### src/rtl/gpio_wb_arbiter.sv
// Round-robin Wishbone arbiter sharing one GPIO slave between NM masters; 1-cycle arbitration latency.
// Grant is held for the whole cyc; non-granted masters stall; a hung slave is converted into err after TIMEOUT cycles.
module gpio_wb_arbiter #(
    parameter int NM      = 2,
    parameter int AW      = 4,
    parameter int DW      = 32,
    parameter int TIMEOUT = 16
) (
    input  logic             wb_clk_i,
    input  logic             wb_rst_i,
    input  logic [NM-1:0]    m_cyc_i,
    input  logic [NM-1:0]    m_stb_i,
    input  logic [NM-1:0]    m_we_i,
    input  logic [NM*AW-1:0] m_adr_i,
    input  logic [NM*DW-1:0] m_dat_i,
    input  logic [NM*4-1:0]  m_sel_i,
    output logic [DW-1:0]    m_dat_o,
    output logic [NM-1:0]    m_ack_o,
    output logic [NM-1:0]    m_err_o,
    output logic             s_cyc_o,
    output logic             s_stb_o,
    output logic             s_we_o,
    output logic [AW-1:0]    s_adr_o,
    output logic [DW-1:0]    s_dat_o,
    output logic [3:0]       s_sel_o,
    input  logic [DW-1:0]    s_dat_i,
    input  logic             s_ack_i,
    input  logic             s_err_i,
    output logic [NM-1:0]    grant_o
);

    localparam int LW = (NM > 1) ? $clog2(NM) : 1;

    typedef enum logic {IDLE, GRANT} state_t;

    state_t          state, state_nxt;
    logic [NM-1:0]   grant_nxt;
    logic [LW-1:0]   last_grant, last_nxt;
    logic            req_stb;
    logic            tmo_hit;
    logic            timeout_err;

    assign m_dat_o = s_dat_i;

    // last_grant doubles as the index of the current owner while in GRANT
    assign req_stb = (state == GRANT) && m_cyc_i[last_grant] && m_stb_i[last_grant];

    always_ff @(posedge wb_clk_i or posedge wb_rst_i) begin
        if (wb_rst_i) begin
            state      <= IDLE;
            grant_o    <= '0;
            last_grant <= LW'(NM - 1);
        end else begin
            state      <= state_nxt;
            grant_o    <= grant_nxt;
            last_grant <= last_nxt;
        end
    end

    always_comb begin
        state_nxt = state;
        grant_nxt = grant_o;
        last_nxt  = last_grant;
        case (state)
            IDLE: begin
                if (|m_cyc_i) begin
                    for (int k = NM; k >= 1; k--) begin
                        // scanning downward lets the nearest requester after last_grant win
                        if (m_cyc_i[(int'(last_grant) + k) % NM]) begin
                            last_nxt  = LW'((int'(last_grant) + k) % NM);
                            grant_nxt = '0;
                            grant_nxt[(int'(last_grant) + k) % NM] = 1'b1;
                        end
                    end
                    state_nxt = GRANT;
                end
            end
            GRANT: begin
                if (!m_cyc_i[last_grant]) begin
                    state_nxt = IDLE;
                    grant_nxt = '0;
                end
            end
            default: begin
                state_nxt = IDLE;
                grant_nxt = '0;
            end
        endcase
    end

    always_comb begin
        s_cyc_o = 1'b0;
        s_stb_o = 1'b0;
        s_we_o  = 1'b0;
        s_adr_o = '0;
        s_dat_o = '0;
        s_sel_o = '0;
        m_ack_o = '0;
        m_err_o = '0;
        if (state == GRANT) begin
            s_cyc_o = m_cyc_i[last_grant];
            // stb is masked on the timeout cycle independent of ack to avoid a loop through a combinational slave
            s_stb_o = req_stb && !tmo_hit;
            s_we_o  = m_we_i[last_grant];
            s_adr_o = m_adr_i[int'(last_grant)*AW +: AW];
            s_dat_o = m_dat_i[int'(last_grant)*DW +: DW];
            s_sel_o = m_sel_i[int'(last_grant)*4 +: 4];
            m_ack_o[last_grant] = s_ack_i;
            m_err_o[last_grant] = s_err_i | timeout_err;
        end
    end

    generate
        if (TIMEOUT > 0) begin : g_tmo
            localparam int CW = (TIMEOUT > 1) ? $clog2(TIMEOUT) : 1;
            logic [CW-1:0] tmo_cnt;

            assign tmo_hit     = req_stb && (tmo_cnt == CW'(TIMEOUT - 1));
            assign timeout_err = tmo_hit && !s_ack_i && !s_err_i;

            always_ff @(posedge wb_clk_i or posedge wb_rst_i) begin
                if (wb_rst_i) begin
                    tmo_cnt <= '0;
                end else if (!req_stb || s_ack_i || s_err_i || tmo_hit) begin
                    tmo_cnt <= '0;
                end else begin
                    tmo_cnt <= tmo_cnt + 1'b1;
                end
            end
        end else begin : g_no_tmo
            assign tmo_hit     = 1'b0;
            assign timeout_err = 1'b0;
        end
    endgenerate

endmodule

### config.mk
export PLATFORM = sky130hd
export DESIGN_NAME = gpio_wb_arbiter
export DESIGN_NICKNAME = d
export VERILOG_FILES = /design/src/rtl/gpio_wb_arbiter.sv
export SDC_FILE = /design/constraint.sdc
export NUM_CORES = 1
export LEC_CHECK = 0
export BUFFER_PORTS_ARGS = -buffer_cell sky130_fd_sc_hd__buf_2
export CORE_AREA = 2 2 80 82
export CTS_BUF_LIST = sky130_fd_sc_hd__clkbuf_8
export DETAILED_ROUTE_END_ITERATION = 8
export DIE_AREA = 0 0 82 84
export GPL_TIMING_DRIVEN = 0
export PLACE_DENSITY = 0.7
export SYNTH_ARGS = -nofsm -noshare
export SYNTH_HDL_FRONTEND = slang
export SYNTH_SLANG_ARGS = --single-unit
export TNS_END_PERCENT = 20
### constraint.sdc
create_clock -name wb_clk_i -period 1.85 [get_ports wb_clk_i]
set_input_delay 0.185 -clock wb_clk_i [delete_from_list [all_inputs] [get_ports wb_clk_i]]
set_output_delay 0.185 -clock wb_clk_i [all_outputs]
set_load 0.03 [all_outputs]
Word-level counts from Yosys, hierarchy flattened
Cells that the tools add are included.
{ "op_classes": {"n_addsub": 3, "order_cmp": 6, "n_eq_ne": 4, "n_shift": 3, "n_mux": 37, "n_bitwise": 6, "n_reduce_logical": 20} }
{ "ops": {"columns": ["operator", "n"], "rows": [
  ["64-bit by 7-bit indexed part select with 32-bit output", 1],
  ["32-bit 2-to-1 mux", 1],
  ["1-bit 2-to-1 mux", 22],
  ["8-bit by 4-bit indexed part select with 4-bit output", 2],
  ["2-bit 2-to-1 mux", 6],
  ["4-bit 2-to-1 mux", 3],
  ["1-bit logical AND", 9],
  ["2-bit by 3-bit less-than comparator with 1-bit output, second input constant", 2],
  ["3-bit AND reduction", 2],
  ["4-bit by 1-bit adder with 4-bit output, second input constant", 1],
  ["2-bit bitwise AND", 2],
  ["4-bit equality test, second input constant", 1],
  ["2-bit by 1-bit greater-or-equal comparator with 1-bit output, second input constant", 2],
  ["1-bit zero test", 4],
  ["2-bit != test, second input constant", 2],
  ["2-bit one-hot mux with 2 select lines", 1],
  ["1-bit demux with 1-bit select", 3],
  ["1-bit logical OR", 3],
  ["3-bit != test, second input constant", 1],
  ["1-bit adder, second input constant", 2],
  ["1-bit bitwise AND, first input constant", 2],
  ["1-bit by 2-bit less-than comparator with 1-bit output, second input constant", 1],
  ["1-bit one-hot mux with 2 select lines", 1],
  ["2-bit nonzero test", 1],
  ["other kinds (4)", 4]
]} }
{ "word_totals": {"reg_bits": 8, "input_bits": 122, "output_inout_bits": 81, "wordCells": 83} }

Logic depth before layout (Yosys ltp)
Gate-level depths: netlist of the first run.
{ "depth": {"depth_word": 10, "mapped_depth": 5, "ltp_nobuf": 4} }

Worst setup path before layout of the first run
No wires, ideal clock.
{ "synth_path": {"path_type": "flip-flop to output port", "from": "reg last_grant", "to": "out m_err_o[1]", "arrival_ns": 1.632, "required_ns": 1.665, "path_slack_ns": 0.033, "stages_incl_launch_ff": 5, "n_path_buf": 1, "cell_sequence": "dfstp_2 -> buf_4 -> and4_1 -> a31oi_4 -> o41ai_2"} }
{ "synth_between": {"elab_chain_cells": 10, "word_cells_on_any_way": 17, "cone_classes": "2 x order compare; 7 x mux; 2 x bitwise; 6 x reduce/logical"} }
{ "synth_rtl": {"columns": ["item", "line", "rtl"], "rows": [
  ["from (decl)", "38", "logic [LW-1:0] last_grant, last_nxt;"],
  ["from (signal assigned)", "52", "last_grant <= LW'(NM - 1);"],
  ["from (signal assigned)", "56", "last_grant <= last_nxt;"],
  ["1-bit 2-to-1 mux (implied by the code) (2 in a row)", "46", "assign req_stb = (state == GRANT) && m_cyc_i[last_grant] && m_stb_i[last_grant];"],
  ["1-bit logical AND (2 in a row)", "46", null],
  ["1-bit logical AND", "118", "assign tmo_hit = req_stb && (tmo_cnt == CW'(TIMEOUT - 1));"],
  ["1-bit logical AND (2 in a row)", "119", "assign timeout_err = tmo_hit && !s_ack_i && !s_err_i;"],
  ["1-bit bitwise OR", "109", "m_err_o[last_grant] = s_err_i | timeout_err;"],
  ["2-bit bitwise AND (no source line) (*)", null, null],
  ["2-bit 2-to-1 mux (*)", "100", "if (state == GRANT) begin"],
  ["to (decl)", "19", "output logic [NM-1:0] m_err_o,"]
]} }
Every way passes the cells marked *; elsewhere a longest branch is shown, timed or not. The select of a mux whose other input is x is not followed.

Worst setup path in the final report of the first run
Ends and elaborated chain as after synthesis.

==> impl_results.rst, run 1 <==
.. list-table::
   :header-rows: 1

   * - Metric
     - Value
   * - Total routing usage reported by global routing
     - 13.15%
   * - Die Footprint
     - 6888 sq um
   * - Reg-to-reg critical path startpoint
     - last_grant$_DFFE_PP1P_
   * - Detailed-route wire length
     - 4838 um
   * - Fraction of the mapped netlist area in simple logic gates
     - 27.92%
   * - Leading cell type in the layout, fill and taps excluded
     - sky130_fd_sc_hd__buf_2
   * - Global-route wire length before repair
     - 7417 um
   * - Number of cells on the worst hold path
     - 3
   * - Clk Tree Root Cell
     - sky130_fd_sc_hd__clkbuf_8
   * - CTS HTree Levels
     - 1
   * - Port Buffer Count
     - 170
   * - Finish-stage setup viols
     - 0
   * - CP Max Fanout
     - 10
   * - Placement Cell Area
     - 2412 sq um
   * - Number of instances in the synthesized netlist
     - 175
   * - Largest area contributor in the netlist
     - sky130_fd_sc_hd__mux2i_1
   * - Clock buffer count from CTS
     - 3
   * - Capture instance of the worst register-to-register path
     - grant_o[1]$_DFFE_PP0P_
   * - Dominant combinational cell family by area after synthesis
     - multiplexers
   * - RSZ-0062 raised after global routing
     - yes
   * - Estimated wirelength of the detail-placed design
     - 4277 um
   * - Longest Clk Path Bufs
     - 2
   * - Worst min-delay path startpoint
     - m_cyc_i[1]
   * - Vias in the first global route
     - 1675
   * - Most frequent cells in the layout
     - sky130_fd_sc_hd__buf_2 (168), sky130_fd_sc_hd__nor2b_1 (43), sky130_fd_sc_hd__mux2i_1 (42)
   * - Fin nets
     - 474
   * - GR Overflow Total
     - 0
   * - Worst clock skew
     - 2.836 ps
   * - DIE WIDTH
     - 82 um
   * - Kind of path behind the tightest hold check
     - input pin to flip-flop
   * - Maximum number of pins on one net before global-route repair
     - 11
   * - Biggest area contributors in the synthesized netlist
     - sky130_fd_sc_hd__mux2i_1 (29%), sky130_fd_sc_hd__nor2b_1 (18%), sky130_fd_sc_hd__buf_4 (17%)
   * - Hold Vio Cnt, Final
     - 0
   * - Number of DRC markers after the initial detailed-route iteration
     - 21
   * - Total DRC errors in the routed layout
     - 0
   * - Terminating pin of the worst hold path
     - last_grant$_DFFE_PP1P_
   * - Setup slack after placement
     - 101.5 ps
   * - Pins Over Slew Limit
     - 0
   * - Clock Sinks
     - 8
   * - Worst-case reg-to-reg path depth
     - 5
   * - Crit share post-route
     - 99.99%
   * - Final min period
     - 1850 ps
   * - Proportion of layout cells with a drive suffix above 1
     - 62.86%
   * - Synthesized Nets
     - 298
   * - Average size of a mapped cell
     - 8.372 sq um
   * - Final estimated routing congestion in global placement
     - 0.7660
   * - Crit start category
     - flip-flop
   * - Highest Clock Rate
     - 540.6 MHz
   * - Antenna Violating Nets Remaining
     - 0
   * - Via Count
     - 1813
   * - Post-synthesis cell area
     - 1465 sq um
   * - Count of different cell masters after synthesis
     - 30
   * - CTS tree
     - built
   * - Share of the synthesized netlist area taken by xor and xnor gates
     - 1.196%
   * - Antenna violations before repair
     - 0
   * - Sequential-to-total area share from yosys stat
     - 13.75%
   * - Share of synthesized area spent on multiplexers
     - 28.69%
   * - Count of synthesis-stage warnings from yosys
     - 0
   * - Post-detailed-route via-to-cell ratio
     - 4.246
   * - Worst setup path category
     - flip-flop to primary output
   * - Data required time at the worst endpoint
     - 1660 ps
   * - IR drop worst, VDD
     - 0.5133 mV
   * - Crit path setup slack, layout
     - 0.1081 ps
   * - Cell area power density
     - 1122 nW/um^2
   * - Run status
     - finished clean
   * - Leakage
     - 1.490 nW
   * - Number of synthesized register bits
     - 8
   * - Placeable core region
     - 6096 sq um
   * - # IOs
     - 203
   * - Compound-gate portion of the synthesized area
     - 6.490%
   * - Area share of the largest cell type after synthesis
     - 28.69%
   * - Worst slew pin tran
     - 369.6 ps
   * - Adder and majority gate portion of the synthesized area
     - 0.8540%
   * - Area added between synthesis and finish
     - 70.28%
   * - Kind of capture point of the worst setup path
     - primary output
   * - First-pass DRT Iterations
     - 4
   * - Antenna fix cells
     - 0
   * - Max-cap check violation count
     - 0
   * - Worst R2R Setup Slack
     - 480 ps
   * - Clock-pin slew on the worst setup and hold paths
     - 40 ps
   * - Effective utilization at floorplan
     - 24.04%
   * - Site Rows
     - 29
   * - Average routed wire per standard cell
     - 11.33 um
   * - Final cell area excluding filler cells
     - 2495 sq um
   * - Critical path data arrival time
     - 1660 ps
   * - Slew margin rel.
     - 75.36%
   * - Worst skew pair latency
     - 230 ps
   * - Vertical extent of the die
     - 84 um
   * - Total of fill cells in the finished design
     - 633
-- critical path, cell delays in order (launching register included) --
cell                      delay [ps]
sky130_fd_sc_hd__dfstp_2         520
sky130_fd_sc_hd__buf_6           150
sky130_fd_sc_hd__buf_6           170
sky130_fd_sc_hd__nand2_1         100
sky130_fd_sc_hd__o41ai_2         290
sky130_fd_sc_hd__buf_4           210
-- kinds of logic (layout without fill, tap and decap cells) --
family / after synthesis / after routing
compound gates: 9 / 9
buf+inv: 45 / 220
simple gates: 68 / 68
xor+xnor: 2 / 2
flops: 8 / 8
fa+ha+maj: 1 / 1
mux: 42 / 42
-- sequential cells by signal, indices dropped and copies added, names as in the netlist --
register and flops:
grant_o 2, last_grant 1, state 1, g_tmo.tmo_cnt 4
-- metrics by stage --
stage | total power [W] | setup TNS, ps | hold WS [ps] | cells | util [%]
floorplan | 0.001956 | 0 | -0.05787 | 175 | -
global placement | 0.002538 | 0 | 134.9 | 422 | 39.57
detailed placement | 0.002553 | 0 | 152.0 | 422 | 39.57
CTS | 0.002823 | -151.9 | 269.1 | 427 | 40.80
global route | 0.002972 | -367.0 | 297.4 | 427 | 40.93
finish | 0.002799 | 0 | 272.2 | 427 | 40.93
-- power breakdown --
part | total (W) | switching (W) | internal (W) | leakage, nW
clock network | 0.000221 | 0.0000768 | 0.000144 | 0.0269
logic | 0.00233 | 0.00143 | 0.000906 | 1.36
registers | 0.000245 | 0.0000276 | 0.000217 | 0.103
total | 0.00280 | 0.00153 | 0.00127 | 1.49
-- synth_stat cells --
master and n:
sky130_fd_sc_hd__nor2b_1 43, sky130_fd_sc_hd__mux2i_1 42, sky130_fd_sc_hd__buf_4 34, sky130_fd_sc_hd__dfrtp_1 7, sky130_fd_sc_hd__nand2_1 5, sky130_fd_sc_hd__buf_2 4
sky130_fd_sc_hd__clkbuf_1 4, sky130_fd_sc_hd__nand2b_1 4, sky130_fd_sc_hd__nor3_1 4, sky130_fd_sc_hd__nand3_1 3, sky130_fd_sc_hd__nor2_1 3, sky130_fd_sc_hd__a21oi_1 2
sky130_fd_sc_hd__inv_1 2, sky130_fd_sc_hd__o41ai_2 2, sky130_fd_sc_hd__a211o_1 1, sky130_fd_sc_hd__a21boi_1 1, sky130_fd_sc_hd__a31oi_4 1, sky130_fd_sc_hd__a32o_1 1
sky130_fd_sc_hd__and2_1 1, sky130_fd_sc_hd__and3_1 1, sky130_fd_sc_hd__and4_1 1, sky130_fd_sc_hd__buf_6 1, sky130_fd_sc_hd__dfstp_2 1, sky130_fd_sc_hd__ha_1 1
sky130_fd_sc_hd__nand3b_1 1, sky130_fd_sc_hd__nor2b_4 1, sky130_fd_sc_hd__nor3b_1 1, sky130_fd_sc_hd__o21ai_0 1, sky130_fd_sc_hd__xnor2_1 1, sky130_fd_sc_hd__xor2_1 1
-- final cells by class --
cell class	count	area, sq um	share of cell area, %
tap	77	96.34	3.862
clock inverter	1	3.754	0.1505
timing repair buffer	171	865.8	34.70
clock buffer	3	41.29	1.655
sequential	8	201.4	8.074
multi-input combinational	122	957.2	38.37
inverter	2	7.507	0.3009
buffer	43	321.6	12.89
-- layer usage --
layer / track usage, % / vias up / part of all wire, %
met5: 0 / - / 0
met4: 1.970 / 0 / 0.25
met3: 0.7576 / 2 / 8.4
met2: 25.35 / 104 / 54
met1: 15.72 / 798 / 38
li1: - / 909 / -
-- worst max-delay path by stage --
| stage | startpoint | to | cells past startpoint |
|---|---|---|---|
| 4_1_cts | last_grant$_DFFE_PP1P_ | m_err_o[1] | 5 |
| 5_1_grt | last_grant$_DFFE_PP1P_ | m_err_o[1] | 5 |
| 2_1_floorplan | last_grant$_DFFE_PP1P_ | m_err_o[1] | 4 |
| 6_report | last_grant$_DFFE_PP1P_ | m_err_o[1] | 5 |
| 3_3_place_gp | last_grant$_DFFE_PP1P_ | m_err_o[1] | 5 |
| 3_5_place_dp | last_grant$_DFFE_PP1P_ | m_err_o[1] | 5 |
-- timing repair --
action,4_1_cts,5_1_grt
pin swaps,1,0
cloned,0,0
hold endpoints to repair,7,0
resized for setup,7,7
buffers inserted,0,0
endpoints found under the setup margin,25,34
hold buffers,1,0
Note: power is estimated with default switching activity, not from simulation.
==> run 2: changes to the inputs <==
==> constraint.sdc (replaced) <==
create_clock -name wb_clk_i -period 1.85 [get_ports wb_clk_i]
set_input_delay 0 -clock wb_clk_i [delete_from_list [all_inputs] [get_ports wb_clk_i]]
set_output_delay 0 -clock wb_clk_i [all_outputs]
set_load 0.03 [all_outputs]
==> run 2 against run 1 <==
Compared with the run above: critical path type unchanged; sequential power hardly changed; final cell count is the same; worst hold slack worse by 190 ps; non-clock buffer count stayed put.
==> impl_results.rst, run 2 (synthesis gave the netlist of run 1 again) <==
.. list-table::
   :header-rows: 1

   * - Metric
     - Value
   * - Worst R2R Setup Slack
     - 450 ps (-30 ps)
   * - Detailed-route wire length
     - 4799 um (-0.81%)
   * - Crit start category
     - flip-flop
   * - Area occupied by registers
     - 201.4 sq um (unchanged)
   * - Placeable core region
     - 6096 sq um (unchanged)
   * - Proportion of layout cells with a drive suffix above 1
     - 62.00% (-0.86 points)
   * - Run status
     - finished clean
   * - CTS HTree Levels
     - 1 (unchanged)
   * - Final min period
     - 1783 ps (-66.78 ps)
   * - Flip-flop count of the largest register, all copies and words added
     - 4 (unchanged)
   * - Maximum number of pins on one net before global-route repair
     - 11 (unchanged)
   * - Total DRC errors in the routed layout
     - 0 (unchanged)
   * - Clock Sinks
     - 8 (unchanged)
   * - GR Overflow Total
     - 0 (unchanged)
   * - Area added between synthesis and finish
     - 68.57%
   * - Slew margin rel.
     - 75.85% (+0.49 points)
   * - CTS tree
     - built
   * - Estimated wirelength of the detail-placed design
     - 4277 um (unchanged)
   * - Finish-stage setup viols
     - 0 (unchanged)
   * - Leading cell type in the layout, fill and taps excluded
     - sky130_fd_sc_hd__buf_2
   * - Vertical extent of the die
     - 84 um (unchanged)
   * - Total routing usage reported by global routing
     - 13.07% (-0.087 points)
   * - Total of fill cells in the finished design
     - 632 (-0.16%)
   * - Kind of capture point of the worst setup path
     - primary output
   * - Final cell area excluding filler cells
     - 2470 sq um (-1.0%)
   * - Leakage
     - 1.478 nW (-0.83%)
   * - First-pass DRT Iterations
     - 4 (unchanged)
   * - Placement Cell Area
     - 2412 sq um (unchanged)
   * - Worst skew pair latency
     - 230 ps (about the same)
   * - Worst slew pin tran
     - 362.2 ps (-7.349 ps)
   * - Data required time at the worst endpoint
     - 1850 ps (+190 ps)
   * - Antenna Violating Nets Remaining
     - 0 (unchanged)
   * - Kind of path behind the tightest hold check
     - input pin to flip-flop
   * - Antenna fix cells
     - 0 (unchanged)
   * - Number of DRC markers after the initial detailed-route iteration
     - 27 (+29%)
   * - Final TNS setup
     - 0 ps (unchanged)
   * - Crit share post-route
     - 96.38% (-3.6 points)
   * - Hold Vio Cnt, Final
     - 0 (unchanged)
   * - Average routed wire per standard cell
     - 11.24 um (-0.81%)
   * - Worst clock skew
     - 3.487 ps (+0.6505 ps)
   * - Die Footprint
     - 6888 sq um (unchanged)
   * - RSZ-0062 raised after global routing
     - no
   * - Critical path data arrival time
     - 1780 ps (+120 ps)
   * - Worst setup path category
     - flip-flop to primary output
   * - Area occupied by multi-input gates
     - 954.7 sq um (-0.26%)
   * - Fin nets
     - 474 (unchanged)
   * - CP Max Fanout
     - 8 (-2)
   * - Most flops, register
     - g_tmo.tmo_cnt
   * - Clk Tree Root Cell
     - sky130_fd_sc_hd__clkbuf_8
   * - Global-route wire length before repair
     - 7383 um (-0.46%)
   * - Post-detailed-route via-to-cell ratio
     - 4.204 (-0.99%)
   * - Site Rows
     - 29 (unchanged)
   * - Highest Clock Rate
     - 560.8 MHz (+3.7%)
   * - Pins Over Slew Limit
     - 0 (unchanged)
   * - Clock buffer count from CTS
     - 3 (unchanged)
   * - # IOs
     - 203 (unchanged)
   * - Registers with the most flip-flops
     - g_tmo.tmo_cnt (4), grant_o (2)
   * - Clock-pin slew on the worst setup and hold paths
     - 40 ps (about the same)
   * - DIE WIDTH
     - 82 um (unchanged)
   * - Effective utilization at floorplan
     - 24.04% (unchanged)
   * - Antenna violations before repair
     - 0 (unchanged)
   * - Max-cap check violation count
     - 0 (unchanged)
   * - Cell area power density
     - 1114 nW/um^2 (-0.71%)
   * - Port Buffer Count
     - 170 (unchanged)
   * - IR drop worst, VDD
     - 0.5125 mV (-0.17%)
   * - Most frequent cells in the layout
     - sky130_fd_sc_hd__buf_2 (173), sky130_fd_sc_hd__nor2b_1 (43), sky130_fd_sc_hd__mux2i_1 (42)
   * - Vias in the first global route
     - 1676 (+0.060%)
   * - Longest Clk Path Bufs
     - 2 (unchanged)
   * - Overall power of the completed layout
     - 0.002751 W (-1.7%)
   * - Via Count
     - 1795 (-0.99%)
   * - Final estimated routing congestion in global placement
     - 0.7660 (unchanged)
==> run 2: cell count changes in the layout (fill, tap and decap cells not counted), moves of 2 or more <==
cell / change
sky130_fd_sc_hd__buf_2: +5
sky130_fd_sc_hd__buf_4: -3
sky130_fd_sc_hd__buf_6: -2
sky130_fd_sc_hd__clkbuf_1: +2
sky130_fd_sc_hd__clkbuf_2: -2
==> run 2: path summary, 6_finish.rpt <==
| check | startpoint | endpoint | cells after the start |
|---|---|---|---|
| setup / recovery | last_grant$_DFFE_PP1P_ | m_err_o[1] | 5 |
| hold / removal | m_cyc_i[1] | last_grant$_DFFE_PP1P_ | 3 |
| setup reg to reg | last_grant$_DFFE_PP1P_ | grant_o[1]$_DFFE_PP0P_ | 4 |
| hold reg to reg | g_tmo.tmo_cnt[0]$_DFF_PP0_ | g_tmo.tmo_cnt[0]$_DFF_PP0_ | 1 |
| max in group asynchronous | wb_rst_i | last_grant$_DFFE_PP1P_ | 3 |
| min in group asynchronous | wb_rst_i | g_tmo.tmo_cnt[3]$_DFF_PP0_ | 3 |
==> run 2: layer usage <==
layer / global-route usage [%] / vias to the layer above / part of all wire (%)
met5: 0 / - / 0
met4: 1.970 / 0 / 0.25
met3: 0.7576 / 2 / 8.1
met2: 25.13 / 98 / 53
met1: 15.65 / 787 / 39
li1: - / 908 / -
==> run 2: worst max-delay path: stages, from the launching register on <==
cell	delay, ps
sky130_fd_sc_hd__dfstp_2	510
sky130_fd_sc_hd__buf_4	170
sky130_fd_sc_hd__and4_1	250
sky130_fd_sc_hd__a31oi_4	70
sky130_fd_sc_hd__o41ai_2	300
sky130_fd_sc_hd__buf_2	250
==> run 2: timing repair <==
| item | CTS | global route |
|---|---|---|
| setup buffers | 0 | 0 |
| gates resized for setup | 0 | 1 |
| endpoints found under the hold margin | 8 | 0 |
| hold buffers | 1 | 0 |
| endpoints found under the setup margin | 0 | 1 |
==> run 2: per-stage QoR <==
| step | instances | setup slack [ps] | hold slack, ps | utilization [%] |
|---|---|---|---|---|
| 6_report | 427 | 66.89 | 84.26 | 40.52 |
| 5_1_grt | 427 | 5.769 | 110.7 | 40.52 |
| 4_1_cts | 427 | 32.35 | 82.01 | 40.48 |
| 3_5_place_dp | 422 | 286.5 | -32.96 | 39.57 |
| 3_3_place_gp | 422 | 280.1 | -50.08 | 39.57 |
| 2_1_floorplan | 175 | 217.6 | -185.1 | - |
==> run 2: layout make-up <==
class | instances | share of cell area, %
Clock buffer | 3 | 1.672
Sequential cell | 8 | 8.156
Inverter | 2 | 0.3040
Timing Repair Buffer | 171 | 34.85
Tap cell | 77 | 3.901
Clock inverter | 1 | 0.1520
Multi-Input combinational cell | 122 | 38.65
Buffer | 43 | 12.31
==> run 2: report_power, final <==
group / internal, W / switching [W]
logic: 0.000867 / 0.00142
clock network: 0.000144 / 0.0000773
registers: 0.000217 / 0.0000251
